$ cat config.mk
export PLATFORM = sky130hd
export DESIGN_NAME = alu_issuer
export DESIGN_NICKNAME = d
export VERILOG_FILES = /design/src/rtl/alu_issuer_pkg.sv /design/src/rtl/alu_issue_decode.sv /design/src/rtl/alu_issuer.sv
export SDC_FILE = /design/constraint.sdc
export NUM_CORES = 1
export LEC_CHECK = 0
export CAP_MARGIN = 20
export CORE_MARGIN = 5
export CORE_UTILIZATION = 45
export DETAILED_ROUTE_END_ITERATION = 8
export PLACE_DENSITY = 0.86
export REMOVE_ABC_BUFFERS = 1
export SETUP_SLACK_MARGIN = 0.05
export SLEW_MARGIN = 30
export SYNTH_ARGS = -nofsm -noshare
export SYNTH_HDL_FRONTEND = slang
export SYNTH_SLANG_ARGS = --single-unit
$ cat constraint.sdc
create_clock -name clk -period 7.7 [get_ports clk]
set_input_delay 1.155 -clock clk [delete_from_list [all_inputs] [get_ports clk]]
set_output_delay 1.155 -clock clk [all_outputs]
set_load 0.01 [all_outputs]
$ cat src/rtl/alu_issuer_pkg.sv
// ============================================================================
// Module : alu_issuer_pkg
// Brief  : ALU op codes, MIPS opcode/funct values and issuer FSM/select types.
// Rev    : 1.0  initial release
// ============================================================================
`default_nettype none

package alu_issuer_pkg;

    localparam logic [3:0] c_aluc_addu = 4'b0000;
    localparam logic [3:0] c_aluc_subu = 4'b0001;
    localparam logic [3:0] c_aluc_add  = 4'b0010;
    localparam logic [3:0] c_aluc_sub  = 4'b0011;
    localparam logic [3:0] c_aluc_and  = 4'b0100;
    localparam logic [3:0] c_aluc_or   = 4'b0101;
    localparam logic [3:0] c_aluc_xor  = 4'b0110;
    localparam logic [3:0] c_aluc_nor  = 4'b0111;
    localparam logic [3:0] c_aluc_lui  = 4'b1000;
    localparam logic [3:0] c_aluc_sltu = 4'b1010;
    localparam logic [3:0] c_aluc_slt  = 4'b1011;
    localparam logic [3:0] c_aluc_sra  = 4'b1100;
    localparam logic [3:0] c_aluc_srl  = 4'b1101;
    localparam logic [3:0] c_aluc_sll  = 4'b1110;

    localparam logic [5:0] c_op_rtype  = 6'b000000;
    localparam logic [5:0] c_op_addi   = 6'b001000;
    localparam logic [5:0] c_op_addiu  = 6'b001001;
    localparam logic [5:0] c_op_slti   = 6'b001010;
    localparam logic [5:0] c_op_sltiu  = 6'b001011;
    localparam logic [5:0] c_op_andi   = 6'b001100;
    localparam logic [5:0] c_op_ori    = 6'b001101;
    localparam logic [5:0] c_op_xori   = 6'b001110;
    localparam logic [5:0] c_op_lui    = 6'b001111;

    localparam logic [5:0] c_fn_sll    = 6'b000000;
    localparam logic [5:0] c_fn_srl    = 6'b000010;
    localparam logic [5:0] c_fn_sra    = 6'b000011;
    localparam logic [5:0] c_fn_sllv   = 6'b000100;
    localparam logic [5:0] c_fn_srlv   = 6'b000110;
    localparam logic [5:0] c_fn_srav   = 6'b000111;
    localparam logic [5:0] c_fn_add    = 6'b100000;
    localparam logic [5:0] c_fn_addu   = 6'b100001;
    localparam logic [5:0] c_fn_sub    = 6'b100010;
    localparam logic [5:0] c_fn_subu   = 6'b100011;
    localparam logic [5:0] c_fn_and    = 6'b100100;
    localparam logic [5:0] c_fn_or     = 6'b100101;
    localparam logic [5:0] c_fn_xor    = 6'b100110;
    localparam logic [5:0] c_fn_nor    = 6'b100111;
    localparam logic [5:0] c_fn_slt    = 6'b101010;
    localparam logic [5:0] c_fn_sltu   = 6'b101011;

    typedef enum logic [1:0] {
        ST_IDLE  = 2'd0,
        ST_ISSUE = 2'd1,
        ST_DONE  = 2'd2
    } state_t;

    typedef enum logic [1:0] {
        A_RS    = 2'd0,
        A_SHAMT = 2'd1,
        A_ZERO  = 2'd2
    } a_sel_t;

    typedef enum logic [1:0] {
        B_RT       = 2'd0,
        B_IMM_SEXT = 2'd1,
        B_IMM_ZEXT = 2'd2
    } b_sel_t;

endpackage

`default_nettype wire

$ cat src/rtl/alu_issue_decode.sv
// ============================================================================
// Module : alu_issue_decode
// Brief  : Combinational MIPS decode to ALU op, operand selects and dest reg.
// Rev    : 1.0  initial release
// ============================================================================
`default_nettype none

module alu_issue_decode
    import alu_issuer_pkg::*;
(
    input  logic [31:0] instr,
    output logic [3:0]  aluc,
    output a_sel_t      a_sel,
    output b_sel_t      b_sel,
    output logic [4:0]  dest,
    output logic        legal,
    output logic        trap_eligible
);

    logic [5:0] w_op;
    logic [5:0] w_funct;
    logic       w_unused_rs;

    assign w_op        = instr[31:26];
    assign w_funct     = instr[5:0];
    assign w_unused_rs = ^instr[25:21];

    always_comb begin
        aluc          = c_aluc_addu;
        a_sel         = A_RS;
        b_sel         = B_RT;
        dest          = instr[15:11];
        legal         = 1'b1;
        trap_eligible = 1'b0;
        case (w_op)
            c_op_rtype: begin
                case (w_funct)
                    c_fn_add:  begin aluc = c_aluc_add; trap_eligible = 1'b1; end
                    c_fn_addu: aluc = c_aluc_addu;
                    c_fn_sub:  begin aluc = c_aluc_sub; trap_eligible = 1'b1; end
                    c_fn_subu: aluc = c_aluc_subu;
                    c_fn_and:  aluc = c_aluc_and;
                    c_fn_or:   aluc = c_aluc_or;
                    c_fn_xor:  aluc = c_aluc_xor;
                    c_fn_nor:  aluc = c_aluc_nor;
                    c_fn_slt:  aluc = c_aluc_slt;
                    c_fn_sltu: aluc = c_aluc_sltu;
                    c_fn_sll:  begin aluc = c_aluc_sll; a_sel = A_SHAMT; end
                    c_fn_srl:  begin aluc = c_aluc_srl; a_sel = A_SHAMT; end
                    c_fn_sra:  begin aluc = c_aluc_sra; a_sel = A_SHAMT; end
                    c_fn_sllv: aluc = c_aluc_sll;
                    c_fn_srlv: aluc = c_aluc_srl;
                    c_fn_srav: aluc = c_aluc_sra;
                    default:   legal = 1'b0;
                endcase
            end
            // I-type: destination moves to the rt field
            c_op_addi:  begin aluc = c_aluc_add;  b_sel = B_IMM_SEXT; dest = instr[20:16]; trap_eligible = 1'b1; end
            c_op_addiu: begin aluc = c_aluc_addu; b_sel = B_IMM_SEXT; dest = instr[20:16]; end
            c_op_slti:  begin aluc = c_aluc_slt;  b_sel = B_IMM_SEXT; dest = instr[20:16]; end
            c_op_sltiu: begin aluc = c_aluc_sltu; b_sel = B_IMM_SEXT; dest = instr[20:16]; end
            c_op_andi:  begin aluc = c_aluc_and;  b_sel = B_IMM_ZEXT; dest = instr[20:16]; end
            c_op_ori:   begin aluc = c_aluc_or;   b_sel = B_IMM_ZEXT; dest = instr[20:16]; end
            c_op_xori:  begin aluc = c_aluc_xor;  b_sel = B_IMM_ZEXT; dest = instr[20:16]; end
            c_op_lui:   begin aluc = c_aluc_lui;  a_sel = A_ZERO; b_sel = B_IMM_ZEXT; dest = instr[20:16]; end
            default:    legal = 1'b0;
        endcase
    end

endmodule

`default_nettype wire

$ cat src/rtl/alu_issuer.sv
// ============================================================================
// Module : alu_issuer
// Brief  : Single-in-flight MIPS ALU instruction issuer with result capture.
// Rev    : 1.0  initial release
// ============================================================================
`default_nettype none

module alu_issuer
    import alu_issuer_pkg::*;
(
    input  logic        clk,
    input  logic        rst_n,
    input  logic        in_valid,
    output logic        in_ready,
    input  logic [31:0] in_instr,
    input  logic [31:0] in_rs,
    input  logic [31:0] in_rt,
    output logic [31:0] alu_a,
    output logic [31:0] alu_b,
    output logic [3:0]  alu_aluc,
    input  logic [31:0] alu_r,
    input  logic        alu_zero,
    input  logic        alu_carry,
    input  logic        alu_negative,
    input  logic        alu_overflow,
    output logic        out_valid,
    input  logic        out_ready,
    output logic [31:0] out_result,
    output logic [3:0]  out_flags,
    output logic        out_wr_en,
    output logic [4:0]  out_wr_addr,
    output logic        out_illegal,
    output logic        out_ovf_trap
);

    state_t      r_state;
    state_t      w_next_state;
    logic [31:0] r_instr;
    logic [31:0] r_rs;
    logic [31:0] r_rt;
    logic [31:0] w_dec_instr;
    logic [3:0]  w_aluc;
    a_sel_t      w_a_sel;
    b_sel_t      w_b_sel;
    logic [4:0]  w_dest;
    logic        w_legal;
    logic        w_trap_elig;
    logic        w_trap;
    logic [31:0] w_op_a;
    logic [31:0] w_op_b;

    // Decode the live instruction while idle (to spot illegal ones at accept),
    // and the registered one afterwards.
    assign w_dec_instr = (r_state == ST_IDLE) ? in_instr : r_instr;

    alu_issue_decode u_decode (
        .instr         (w_dec_instr),
        .aluc          (w_aluc),
        .a_sel         (w_a_sel),
        .b_sel         (w_b_sel),
        .dest          (w_dest),
        .legal         (w_legal),
        .trap_eligible (w_trap_elig)
    );

    always_comb begin
        case (w_a_sel)
            A_SHAMT: w_op_a = {27'b0, r_instr[10:6]};
            A_ZERO:  w_op_a = 32'b0;
            default: w_op_a = r_rs;
        endcase
        case (w_b_sel)
            B_IMM_SEXT: w_op_b = {{16{r_instr[15]}}, r_instr[15:0]};
            B_IMM_ZEXT: w_op_b = {16'b0, r_instr[15:0]};
            default:    w_op_b = r_rt;
        endcase
    end

    assign w_trap = w_trap_elig & alu_overflow;

    always_ff @(posedge clk or negedge rst_n) begin
        if (!rst_n) begin
            r_state <= ST_IDLE;
        end else begin
            r_state <= w_next_state;
        end
    end

    always_comb begin
        w_next_state = r_state;
        in_ready     = 1'b0;
        out_valid    = 1'b0;
        alu_a        = 32'b0;
        alu_b        = 32'b0;
        alu_aluc     = 4'b0;
        case (r_state)
            ST_IDLE: begin
                in_ready = 1'b1;
                if (in_valid) begin
                    w_next_state = w_legal ? ST_ISSUE : ST_DONE;
                end
            end
            ST_ISSUE: begin
                alu_a        = w_op_a;
                alu_b        = w_op_b;
                alu_aluc     = w_aluc;
                w_next_state = ST_DONE;
            end
            ST_DONE: begin
                out_valid = 1'b1;
                if (out_ready) begin
                    w_next_state = ST_IDLE;
                end
            end
            default: w_next_state = ST_IDLE;
        endcase
    end

    always_ff @(posedge clk or negedge rst_n) begin
        if (!rst_n) begin
            r_instr      <= 32'b0;
            r_rs         <= 32'b0;
            r_rt         <= 32'b0;
            out_result   <= 32'b0;
            out_flags    <= 4'b0;
            out_wr_en    <= 1'b0;
            out_wr_addr  <= 5'b0;
            out_illegal  <= 1'b0;
            out_ovf_trap <= 1'b0;
        end else begin
            if (r_state == ST_IDLE && in_valid) begin
                r_instr <= in_instr;
                r_rs    <= in_rs;
                r_rt    <= in_rt;
                if (!w_legal) begin
                    out_result   <= 32'b0;
                    out_flags    <= 4'b0;
                    out_wr_en    <= 1'b0;
                    out_wr_addr  <= 5'b0;
                    out_illegal  <= 1'b1;
                    out_ovf_trap <= 1'b0;
                end
            end
            if (r_state == ST_ISSUE) begin
                out_result   <= alu_r;
                out_flags    <= {alu_zero, alu_carry, alu_negative, alu_overflow};
                out_wr_en    <= (w_dest != 5'd0) && !w_trap;
                out_wr_addr  <= w_dest;
                out_illegal  <= 1'b0;
                out_ovf_trap <= w_trap;
            end
        end
    end

endmodule

`default_nettype wire

==> results of run 1 <==
## stage by stage
step | utilization | setup slack, ns | total power, uW | std cells | instance area, sq um
6_report | 0.687 | 1.57 | 3210 | 1123 | 9610
4_1_cts | 0.687 | 1.56 | 3230 | 1123 | 9610
3_5_place_dp | 0.644 | 1.60 | 2380 | 1092 | 9000
5_1_grt | 0.687 | 1.19 | 3430 | 1123 | 9610
2_1_floorplan | - | 2.74 | 1890 | 659 | 6230
3_3_place_gp | 0.642 | 1.62 | 2330 | 1091 | 8970
## final timing paths
kind	startpoint	end	slack [ns]	cells after the start
setup / recovery	in_instr[30]	alu_b[26]	1.57	11
max in group asynchronous	rst_n	r_rt[17]	5.91	2
min in group asynchronous	rst_n	r_rt[3]	0.73	1
setup reg to reg	r_state[1]	out_result[13]	4.57	9
hold reg to reg	r_rs[26]	r_rs[26]	0.47	2
hold / removal	r_rs[26]	r_rs[26]	0.47	2
## flip-flops by register name, indices dropped and copies added (netlist names)
| register | count |
|---|---|
| out_wr_addr | 5 |
| out_result | 32 |
| r_instr | 27 |
| r_state | 2 |
| out_flags | 4 |
| r_rt | 32 |
| out_ovf_trap | 1 |
| out_illegal | 1 |
| out_wr_en | 1 |
| r_rs | 32 |
## cells in the final DEF (no fill, tap or decap), drive strengths merged, types with 6 or more instances in the layout
| master | netlist | routed |
|---|---|---|
| dfrtp | 137 | 137 |
| inv | 24 | 24 |
| o21ai | 25 | 25 |
| clkbuf | 38 | 20 |
| nand2 | 242 | 242 |
| a22o | 38 | 38 |
| a21oi | 24 | 24 |
| nor2 | 33 | 33 |
| mux2i | 11 | 11 |
| nor3 | 6 | 6 |
| buf | 11 | 10 |
| and3 | 29 | 29 |
| nor4 | 7 | 7 |
| a22oi | 21 | 21 |
| clkdlybuf4s50 | 0 | 243 |
## logic make-up after synthesis
family          after synthesis  synth area share
simple gates                337             0.223
compound gates              142             0.160
flops                       137             0.530
buf+inv                      73            0.0507
mux                          16            0.0309
fa+ha+maj                     3           0.00580
## cell type report
type	count	area, sq um	share of cell area
inverter	24	90.1	0.00937
timing repair buffer	253	2530	0.264
sequential	137	3430	0.357
clock inverter	11	148	0.0154
multi-input combinational	498	2730	0.284
clock buffer	20	457	0.0475
tap	180	225	0.0234
## power groups by stage
stage / sequential, uW / clock [uW] / combinational, uW
3_5_place_dp: 1190 / 0 / 1200
6_report: 1180 / 830 / 1200
2_1_floorplan: 1150 / 0 / 738
4_1_cts: 1180 / 846 / 1210
3_3_place_gp: 1170 / 0 / 1160
5_1_grt: 1210 / 879 / 1330
## layer usage
metal / GRT usage / vias up
met5: 0 / -
met4: 0.0825 / 0
met3: 0.0753 / 34
met2: 0.383 / 235
met1: 0.291 / 2815
li1: - / 2845
## critical path, stage by stage
cell and delay [ns]:
clkdlybuf4s50_1 0.44, nor4_1 0.27, a21oi_1 0.14, nor2_2 0.49
nand2_1 0.15, ha_1 0.57, buf_4 0.38, a21o_1 0.12
nand2_1 0.35, a21oi_1 0.30, clkdlybuf4s50_1 0.60
==> summary.txt, run 1 <==
STA
  • Max Fclk: 163 MHz
  • Slew @ Worst Pin: 0.719 ns
  • Tmin final: 6.13 ns
  • Clk_skew: 0.00671 ns
  • TNS Setup: 0 ns
  • RSZ-0062 raised after global routing: no
  • Final Hold Fails: 0
  • Hold_ws: 0.466 ns
  • Slew HR: 0.521
  • Final Max Tran Viols: 0
  • Tcrit/Tclk final: 0.796
  • Setup violators final: 0

Finish
  • Final nets: 1070
  • Fillers: 1092
  • N_diodes: 0
  • Area delta synth->final: 48.5%
  • Layout cell share with drive strength beyond 1: 0.0679

Route
  • Detail-routed via count per cell: 5.28
  • Routed WL per cell: 17.7 microns
  • Top Metal Used: met4
  • Total number of vias: 5929
  • WL met2: 9350 microns
  • Number of detailed-route iterations in the first pass: 4
  • DR iter-0 viols: 449
  • DR DRC count: 0
  • Wirelength, routed: 19900 microns
  • DRT antenna net count: 0
  • Met1 WL: 8270 microns
  • Wire length on met3: 1800 microns

Min path
  • Hold WC Path Type: reg -> reg

Clock network
  • TritonCTS buffer count: 17
  • Gates resized, CTS repair: 0
  • CTS Buffer Depth: 2
  • Clk Latency, worst-skew pair: 0.41 ns
  • Hold-fix buffers, CTS: 0
  • H-tree depth: 4
  • Post-CTS Setup Bufs: 0
  • Clock sink count: 137
  • Worst-path clk slew: 0.06 ns
  • Root Buffer: clkbuf_16
  • CTS tree: built

Worst setup path
  • Worst Path Max Fanout: 24
  • Worst Setup Start Kind: input pin
  • Arr. time, crit path: 4.97 ns
  • Setup Crit Path Kind: in -> out
  • Crit. End Element: output pin
  • WP data required: 6.55 ns

Power and ir drop
  • Worst-case vdd ir drop: 147 uV
  • P_int: 2040 uW
  • Pwr dens: 334 mW/mm^2
  • Clock network fraction of total power: 0.259
  • Switching share of power: 0.364
  • Leakage: 0.00441 uW
  • P_sw: 1170 uW
  • Sequential cell fraction of total power: 0.367
  • Combinational power share: 0.374

Synth
  • Sequential share of the synthesized area: 0.530
  • Mapped Area: 0.00647 sq mm
  • Primary FF master, synth: dfrtp_1
  • Avg Cell Area, Syn: 9.14 sq um
  • Top cell type by total area after synthesis: dfrtp_1
  • Most common library cells after synthesis: nand2_1 (242), dfrtp_1 (137), a22o_1 (38), clkbuf_1 (38), nor2_1 (32)
  • YS warnings: 0
  • Unique masters post-synth: 58
  • Cells after synthesis: 708
  • Post-synth EDFFs: 0
  • Top-count cell post-synth: nand2_1
  • FF+latch count, synth: 137
  • Area share of the leading cell type in the synthesized netlist: 0.530
  • Synth area leaders: dfrtp_1 (53%), nand2_1 (14%), a22o_1 (5.1%), and3_1 (2.8%), a22oi_1 (2.4%)
  • Synth async-reset ratio: 1.00

Floorplan
  • # rows: 43
  • Die Ht: 130 microns
  • Initial Utilization: 0.463
  • CORE AREA: 0.0140 sq mm
  • Die area: 0.0169 sq mm
  • Ports: 250
  • Die Wd: 130 microns

Job
  • Max-cap check violation count: 0

Placement
  • Routability cong.: 0.836
  • Post-DP HPWL: 13600 microns
  • # port buffers: 244

Global routing
  • GRT Total Usage: 0.233
  • First-pass GRT wire length: 30900 microns
  • Largest net degree at the start of global routing: 71
  • Initial antenna violation count: 0
  • GR Overflow Total: 0
  • Vias in the first global route: 6056

Status
  • Status: complete, no violations
No activity file was read; power rests on OpenSTA's default activity.
==> inputs of run 2 (changes only) <==
--- a/config.mk
+++ b/config.mk
@@ -7,9 +7,9 @@
 export LEC_CHECK = 0
 export CAP_MARGIN = 20
 export CORE_MARGIN = 5
-export CORE_UTILIZATION = 45
+export CORE_UTILIZATION = 40
 export DETAILED_ROUTE_END_ITERATION = 8
-export PLACE_DENSITY = 0.86
+export PLACE_DENSITY = 0.81
 export REMOVE_ABC_BUFFERS = 1
 export SETUP_SLACK_MARGIN = 0.05
 export SLEW_MARGIN = 30
==> constraint.sdc (replaced) <==
create_clock -name clk -period 5.3 [get_ports clk]
set_input_delay 0.795 -clock clk [delete_from_list [all_inputs] [get_ports clk]]
set_output_delay 0.795 -clock clk [all_outputs]
set_load 0.01 [all_outputs]
==> run 2 against run 1 <==
Effect of this change:
- combinational power is 49% higher
- clock skew up 0.0040 ns
- via count grew 1.7%
- design area up 1.1%
- register-to-register slack worse by 2.2 ns
- die area rose by 12%
- first-iteration DRC count decreased by 15%
- sequential power increased by 43%
- final cell count is 3.7% higher
- critical endpoint is now alu_b[21]
==> summary.txt, run 2 (synthesis gave the netlist of run 1 again) <==
Status
  • Status: complete, no violations

Worst setup path
  • WP data required: 4.51 ns (-2.04 ns)
  • CP Depth: 11 (unchanged)
  • Setup Crit Path Kind: reg -> out
  • Worst Path Max Fanout: 17 (-29%)
  • Crit-path slowest cell: clkdlybuf4s50_1
  • Crit. End Element: output pin
  • Max incr delay on CP: 0.60 ns (about the same)
  • Reg2reg path depth: 9 (unchanged)
  • CP Buf/Inv Count: 3 (unchanged)
  • Worst path cell trace: buf_4 -> or2_1 -> buf_4 -> a21oi_1 -> or2_2 -> nor2_1 -> ha_1 -> a21o_1 -> nand2_1 -> a21oi_1 -> clkdlybuf4s50_1
  • Worst Setup Start Kind: register
  • Arr. time, crit path: 4.00 ns (-0.97 ns)
  • Crit-path leading delay family: buffers and inverters

Route
  • Total number of vias: 6032 (+1.7%)
  • DR iter-0 viols: 380 (-15%)
  • Detail-routed via count per cell: 5.18 (-1.8%)
  • Routed WL per cell: 17.4 microns (-1.6%)
  • Wirelength, routed: 20300 microns (+2.0%)
  • Number of detailed-route iterations in the first pass: 5 (+1)
  • DRT antenna net count: 0 (unchanged)
  • DR DRC count: 0 (unchanged)

Clock network
  • Hold-fix buffers, CTS: 0 (unchanged)
  • Clock sink count: 137 (unchanged)
  • Root Buffer: clkbuf_16
  • H-tree depth: 4 (unchanged)
  • CTS tree: built
  • Post-CTS Setup Bufs: 0 (unchanged)
  • Gates resized, CTS repair: 0 (unchanged)
  • Worst-path clk slew: 0.06 ns (about the same)
  • CTS Buffer Depth: 2 (unchanged)
  • Clk Latency, worst-skew pair: 0.41 ns (about the same)
  • TritonCTS buffer count: 17 (unchanged)

Floorplan
  • Initial Utilization: 0.407 (-0.0552)
  • Die Ht: 137 microns (+5.6%)
  • CORE AREA: 0.0159 sq mm (+14%)
  • # rows: 46 (+7.0%)
  • Ports: 250 (unchanged)
  • Die Wd: 137 microns (+5.6%)
  • Die area: 0.0188 sq mm (+12%)

Finish
  • Most common cell after layout, fill and taps aside: clkdlybuf4s50_1
  • N_diodes: 0 (unchanged)
  • Regs by FF count: out_result: 32 flops, r_rs: 32 flops, r_rt: 32 flops
  • Area delta synth->final: 50.1%
  • Commonest non-fill, non-tap cells in the layout: clkdlybuf4s50_1 (243), nand2_1 (241), dfrtp_1 (137)
  • Final nets: 1076 (+0.56%)
  • Final core utilization: 0.612 (-0.0756)
  • Layout cell share with drive strength beyond 1: 0.0717 (+0.00386)

STA
  • RSZ-0062 raised after global routing: no
  • TNS Setup: 0 ns (unchanged)
  • Final Hold Fails: 0 (unchanged)
  • Slew HR: 0.459 (-0.0621)
  • Max Fclk: 209 MHz
  • PnR worst setup slack: 0.507 ns (-1.07 ns)
  • Tcrit/Tclk final: 0.904
  • Final Max Tran Viols: 0 (unchanged)
  • Slew @ Worst Pin: 0.812 ns (+0.0931 ns)
  • Tmin final: 4.79 ns
  • Clk_skew: 0.0107 ns (+0.00403 ns)
  • Setup violators final: 0 (unchanged)

Global routing
  • Vias in the first global route: 6029 (-0.45%)
  • Met2 usage: 0.354 (-0.0291)
  • Initial antenna violation count: 0 (unchanged)
  • GRT Total Usage: 0.211 (-0.0229)
  • Grt met1 use: 0.257 (-0.0340)
  • GR Overflow Total: 0 (unchanged)
  • Busiest grt layer: met2
  • Largest net degree at the start of global routing: 103 (+45%)
  • M3 GR Usage: 0.0745 (-0.000810)
  • First-pass GRT wire length: 31100 microns (+0.54%)

Power and ir drop
  • Power Total: 4730 uW (+48%)
  • Worst-case vdd ir drop: 217 uV (+48%)
  • Leakage: 0.00445 uW (+1.1%)
  • Pwr dens: 487 mW/mm^2 (+46%)

Placement
  • Post-DP HPWL: 14100 microns (+4.0%)
  • Routability cong.: 0.912 (+9.2%)
  • Setup WS pre-CTS: 0.529 ns (-1.07 ns)
  • # port buffers: 244 (unchanged)

Job
  • Max-cap check violation count: 0 (unchanged)

Min path
  • Hold WC Path Type: in -> async
## run 2: cell types whose count changed in the layout (fill, tap and decap cells not counted), sizes merged
cell,change
clkinv,+1
inv,+1
bufinv,+1
clkinvlp,-3
buf,+5
## run 2: path summary, 6_finish.rpt
check / startpoint / end / slack, ns
worst max-delay path: r_state[1] / alu_b[21] / 0.51
worst max register to register: r_state[1] / out_result[1] / 2.36
max in group asynchronous: rst_n / r_rs[3] / 3.84
worst min-delay path: rst_n / r_instr[27] / 0.47
worst min register to register: r_rs[31] / r_rs[31] / 0.47
min in group clk: r_rs[31] / r_rs[31] / 0.47
## run 2: routing by layer
metal,up-vias,part of all wire
met4,0,0.013
li1,2871,-
met5,-,0
met3,22,0.098
met1,2893,0.41
met2,246,0.48
## run 2: where the power goes
group / internal (uW) / leakage [uW] / switching (uW)
clock network: 797 / 0.000299 / 456
registers: 1450 / 0.00176 / 240
logic: 773 / 0.00240 / 1020
## run 2: area by class of cell
class / instances / area [sq um]
inverter: 24 / 90.1
sequential: 137 / 3430
timing repair buffer: 259 / 2580
fill: 1334 / 6170
clock buffer: 19 / 443
tap: 216 / 270
clock inverter: 11 / 173
multi-input combinational: 498 / 2730
## run 2: per-stage QoR
stage               area, sq um  hold slack [ns]  instances
finish                     9720            0.468       1164
global route               9720            0.489       1164
CTS                        9710            0.471       1164
detailed placement         9100            0.455       1134
global placement           9060            0.449       1132
floorplan                  6230            0.438        659
==> RTL edit 1 (config.mk and constraints of run 2) <==
Encoding of `state_t`: now one-hot (3 bits for 3 states).
--- a/src/rtl/alu_issuer_pkg.sv
+++ b/src/rtl/alu_issuer_pkg.sv
@@ -49,10 +49,10 @@
     localparam logic [5:0] c_fn_slt    = 6'b101010;
     localparam logic [5:0] c_fn_sltu   = 6'b101011;
 
-    typedef enum logic [1:0] {
-        ST_IDLE  = 2'd0,
-        ST_ISSUE = 2'd1,
-        ST_DONE  = 2'd2
+    typedef enum logic [2:0] {
+        ST_IDLE  = 3'b001,
+        ST_ISSUE = 3'b010,
+        ST_DONE  = 3'b100
     } state_t;
 
     typedef enum logic [1:0] {
Formal check against the unedited RTL: same outputs for any inputs over 10 cycles, from zero or initial values and one cycle with rst_n low; not proved beyond that.
==> RTL edit 1 against run 2 <==
Sequential cell count is 1 higher; synthesized cell count shrank 3.0%; worst hold slack lost 27 ps; final area up 5.4%; core utilization is 1.9 points lower; synthesized area rose by 8.7%; routed wire length is 0.13% higher; first-iteration DRC count decreased by 0.79%; non-clock buffer count shrank 1; register-to-register slack worse by 440 ps; total power increased by 0.13%; setup slack worse by 100 ps.
==> RTL edit 1: results (changes against run 2) <==
metric,value,unit,change
nonClkBufAreaFrac,0.251,,-0.0150
grt_pass1_wl,32400,µm,+4.5%
ir_worst_vdd,0.207,mV,-4.8%
slew_headroom,0.425,,-0.0338
dr_wl_met3,1720,µm,-13%
path_max_fanout,30,,+13
reg2reg_depth,6,,-3
startpoint,r_state[0]$_DFFE_PN1P_,,
cts.sinks,138,,+0.73%
drt_iter0_drc,377,,-0.79%
skew,7.50,ps,-3.25 ps
synthXorXnorAreaFrac,0.00249,,+0.00249
route.met2.wl,9630,µm,-0.46%
grt_max_degree,97,,-5.8%
buffers_excl_clock,258,,-0.39%
final-clk-cell-share,0.0611,,-0.00230
wl_met1,8560,µm,+2.2%
synth_compound_area_frac,0.147,,-0.0130
multi_input_area_share,0.301,,+0.0202
p_leak,4.22,nW,-5.3%
yosys-top-cells-area,"dfrtp_1 (49%), mux2_2 (13%), o31ai_1 (4.3%)",,
fill_cells,1492,,+12%
track_usage,0.198,,-0.0124
run_status,"complete, no violations",,
avgViaCountPerCell,5.25,,+1.3%
dpl.hpwl,14300,µm,+1.7%
register_area,0.00345,mm²,+0.77%
fin_nets,1050,,-2.4%
avgRoutedWirePerCell,17.7,µm,+1.5%
clkbuf_count,20,,+1
num-multi-input-gates,435,,-13%
-- RTL edit 1: cell types whose count changed in the layout (fill, tap and decap cells not counted), sizes merged, moves of 6 or more --
| cell | change |
|---|---|
| nor2 | +7 |
| a22o | -38 |
| nand3 | +6 |
| o31ai | +37 |
| a21oi | +6 |
| inv | +37 |
| nand2 | -177 |
| mux2 | +78 |
-- RTL edit 1: report_power, final --
| part | switching (mW) | internal [mW] |
|---|---|---|
| Sequential | 0.294 | 1.47 |
| Clock | 0.450 | 0.811 |
| Combinational | 0.821 | 0.897 |
-- RTL edit 1: path summary, 6_finish.rpt --
path / slack (ps) / to
min: 440 / out_result[2]$_DFFE_PN0P_
min reg2reg: 500 / r_rs[17]$_DFFE_PN0P_
max reg2reg: 1920 / r_rs[25]$_DFFE_PN0P_
min in group clk: 500 / r_rs[17]$_DFFE_PN0P_
max in group asynchronous: 3720 / r_instr[14]$_DFFE_PN0P_
max: 400 / alu_b[30]
-- RTL edit 1: layer usage --
metal	track usage	vias up
met4	0.0605	0
met5	0	-
met3	0.0640	35
met2	0.316	217
li1	-	2870
met1	0.259	2907
-- RTL edit 1: stage by stage --
| step | cell area (µm²) | power (mW) | setup slack (ps) |
|---|---|---|---|
| global placement | 9590 | 3.40 | 578 |
| detailed placement | 9590 | 3.47 | 567 |
| CTS | 10200 | 4.75 | 399 |
| floorplan | 6760 | 2.86 | 32.2 |
| finish | 10200 | 4.74 | 403 |
| global route | 10200 | 5.02 | 194 |
-- RTL edit 1: critical path, cell delays in order, from the launching register on --
cell	delay, ps
dfstp_2	540
or3b_4	570
mux2i_1	600
nor2_1	180
ha_1	360
a21oi_1	40
or3_1	560
a21oi_1	250
clkdlybuf4s50_1	570
==> RTL edit 2 (config.mk and constraints of run 2) <==
Without the edit above. Register the output `out_flags` once more, cleared by the reset; this adds one clock of latency there. The other outputs are not delayed to match.
--- a/src/rtl/alu_issuer.sv
+++ b/src/rtl/alu_issuer.sv
@@ -32,6 +32,8 @@
     output logic        out_illegal,
     output logic        out_ovf_trap
 );
+
+    logic [3:0] out_flags_s0;
 
     state_t      r_state;
     state_t      w_next_state;
@@ -122,7 +124,7 @@
             r_rs         <= 32'b0;
             r_rt         <= 32'b0;
             out_result   <= 32'b0;
-            out_flags    <= 4'b0;
+            out_flags_s0 <= 4'b0;
             out_wr_en    <= 1'b0;
             out_wr_addr  <= 5'b0;
             out_illegal  <= 1'b0;
@@ -134,7 +136,7 @@
                 r_rt    <= in_rt;
                 if (!w_legal) begin
                     out_result   <= 32'b0;
-                    out_flags    <= 4'b0;
+                    out_flags_s0 <= 4'b0;
                     out_wr_en    <= 1'b0;
                     out_wr_addr  <= 5'b0;
                     out_illegal  <= 1'b1;
@@ -143,7 +145,7 @@
             end
             if (r_state == ST_ISSUE) begin
                 out_result   <= alu_r;
-                out_flags    <= {alu_zero, alu_carry, alu_negative, alu_overflow};
+                out_flags_s0 <= {alu_zero, alu_carry, alu_negative, alu_overflow};
                 out_wr_en    <= (w_dest != 5'd0) && !w_trap;
                 out_wr_addr  <= w_dest;
                 out_illegal  <= 1'b0;
@@ -152,6 +154,14 @@
         end
     end
 
+    always_ff @(posedge clk or negedge rst_n) begin
+        if (!rst_n) begin
+            out_flags <= '0;
+        end else begin
+            out_flags <= out_flags_s0;
+        end
+    end
+
 endmodule
 
 `default_nettype wire
Formal check against the unedited RTL: not equivalent (a bounded check fails within 4 cycles, from zero or initial values and one cycle with rst_n low).
==> RTL edit 2 against run 2 <==
Synthesized area up 2.0%; first-iteration DRC count up 5.3%; sequential cell count up 4; final area up 1.4%; routed wire length down 2.0%; global-route usage down 0.27 points; clock skew down 4.6 ps; sequential power up 2%; sequential share of layout area up 0.53 points; total power up 0.87%; clock power about the same; setup slack worse by 240 ps; critical path type is now in2out; critical endpoint is now alu_a[4]; largest cell class unchanged; highest routed layer unchanged.
==> RTL edit 2: results (changes against run 2) <==
metric,value,unit,change
placed_area,0.00922,mm²,+1.4%
slew_headroom,0.472,,+0.0137
synthTopCellsByCount,"nand2_1 (243), dfrtp_1 (141), a22o_1 (40)",,
critPathMaxStageDelay,570,ps,-30 ps
p_leak,4.52,nW,+1.5%
run_status,"complete, no violations",,
reg2reg_depth,8,,-1
dp_slack,320,ps,-209 ps
fin_area,0.00985,mm²,+1.4%
fin_nets,1078,,+0.19%
ys_types,55,,-5.2%
antenna_found_initial,0,,unchanged
hp-class,reg2reg,,
path_max_fanout,6,,-11
fill_cells,1392,,+4.3%
yosysSeqAreaShare,0.534,,+0.00472
drt_iter0_drc,400,,+5.3%
r2r_end,out_wr_addr[3]$_DFFE_PN0P_,,
skew,6.18,ps,-4.56 ps
dp.cells,1140,,+0.53%
track_usage,0.208,,-0.00266
crit_family,simple AND/OR/NAND/NOR gates,,
grt_pass1_wl,32300,µm,+4.1%
dpl.hpwl,13400,µm,-4.7%
grt_pass1_vias,6126,,+1.6%
yosys-top-cells-area,"dfrtp_1 (53%), nand2_1 (14%), a22o_1 (5.3%)",,
synth_cells,710,,+0.28%
place.gp.congestion,0.855,,-6.3%
grt_max_degree,99,,-3.9%
holdWs,388,ps,-79.7 ps
critPathSlowestCell,or4_1,,
min-delay-start,out_flags_s0[2]$_DFFE_PN0P_,,
min_to,out_flags[2]$_DFF_PN0_,,
ys_async_sr_fraction,1.00,,unchanged
clockRootBuffer,clkbuf_16,,
avgViaCountPerCell,5.12,,-1.3%
first_pass_iters,4,,-1
timing.reg2reg.setup_slack,2530,ps,+170 ps
drive_above_1_share,0.0746,,+0.00285
timing.rr.start,r_state[0]$_DFFE_PN0P_,,
avgRoutedWirePerCell,17.0,µm,-2.7%
ir_worst_vdd,0.234,mV,+7.7%
via_count,5996,,-0.60%
post_cts_resized,0,,unchanged
insertion_delay,420,ps,
==> RTL edit 2: worst max-delay path by stage <==
| stage | end | depth (start not counted) | startpoint | slack [ps] |
|---|---|---|---|---|
| finish | alu_a[4] | 12 | in_instr[31] | 270 |
| CTS | alu_a[4] | 12 | in_instr[31] | 240 |
| floorplan | alu_b[16] | 3 | r_state[0]$_DFFE_PN0P_ | 630 |
| global route | alu_a[4] | 12 | in_instr[30] | 70 |
| global placement | alu_a[4] | 12 | in_instr[30] | 400 |
| detailed placement | alu_a[4] | 12 | in_instr[31] | 320 |
==> RTL edit 2: cells by family (layout without fill, tap and decap cells) <==
logic type	count (synthesis)	after routing	share of synthesized area
buf+inv	70	312	0.0476
flops	141	141	0.534
mux	16	16	0.0288
compound gates	140	140	0.161
fa+ha+maj	3	3	0.00569
simple gates	340	340	0.223
==> RTL edit 2: metal layers <==
metal	global-route usage	up-vias	share of wire
met5	0	-	0
li1	-	2862	-
met2	0.330	229	0.47
met4	0.0686	0	0.022
met1	0.262	2874	0.42
met3	0.0805	31	0.087
==> RTL edit 2: final cells by class <==
type / count / share of cell area
sequential: 141 / 0.358
clock inverter: 14 / 0.0185
tap: 220 / 0.0279
timing repair buffer: 258 / 0.260
inverter: 22 / 0.00864
multi-input combinational: 499 / 0.282
clock buffer: 18 / 0.0446
==> RTL edit 2: report_power, final <==
group          internal (mW)  leakage (nW)  switching, mW
Sequential              1.48          1.81          0.247
Clock                  0.763         0.300          0.483
Combinational          0.774          2.41           1.03
Total                   3.02          4.52           1.76
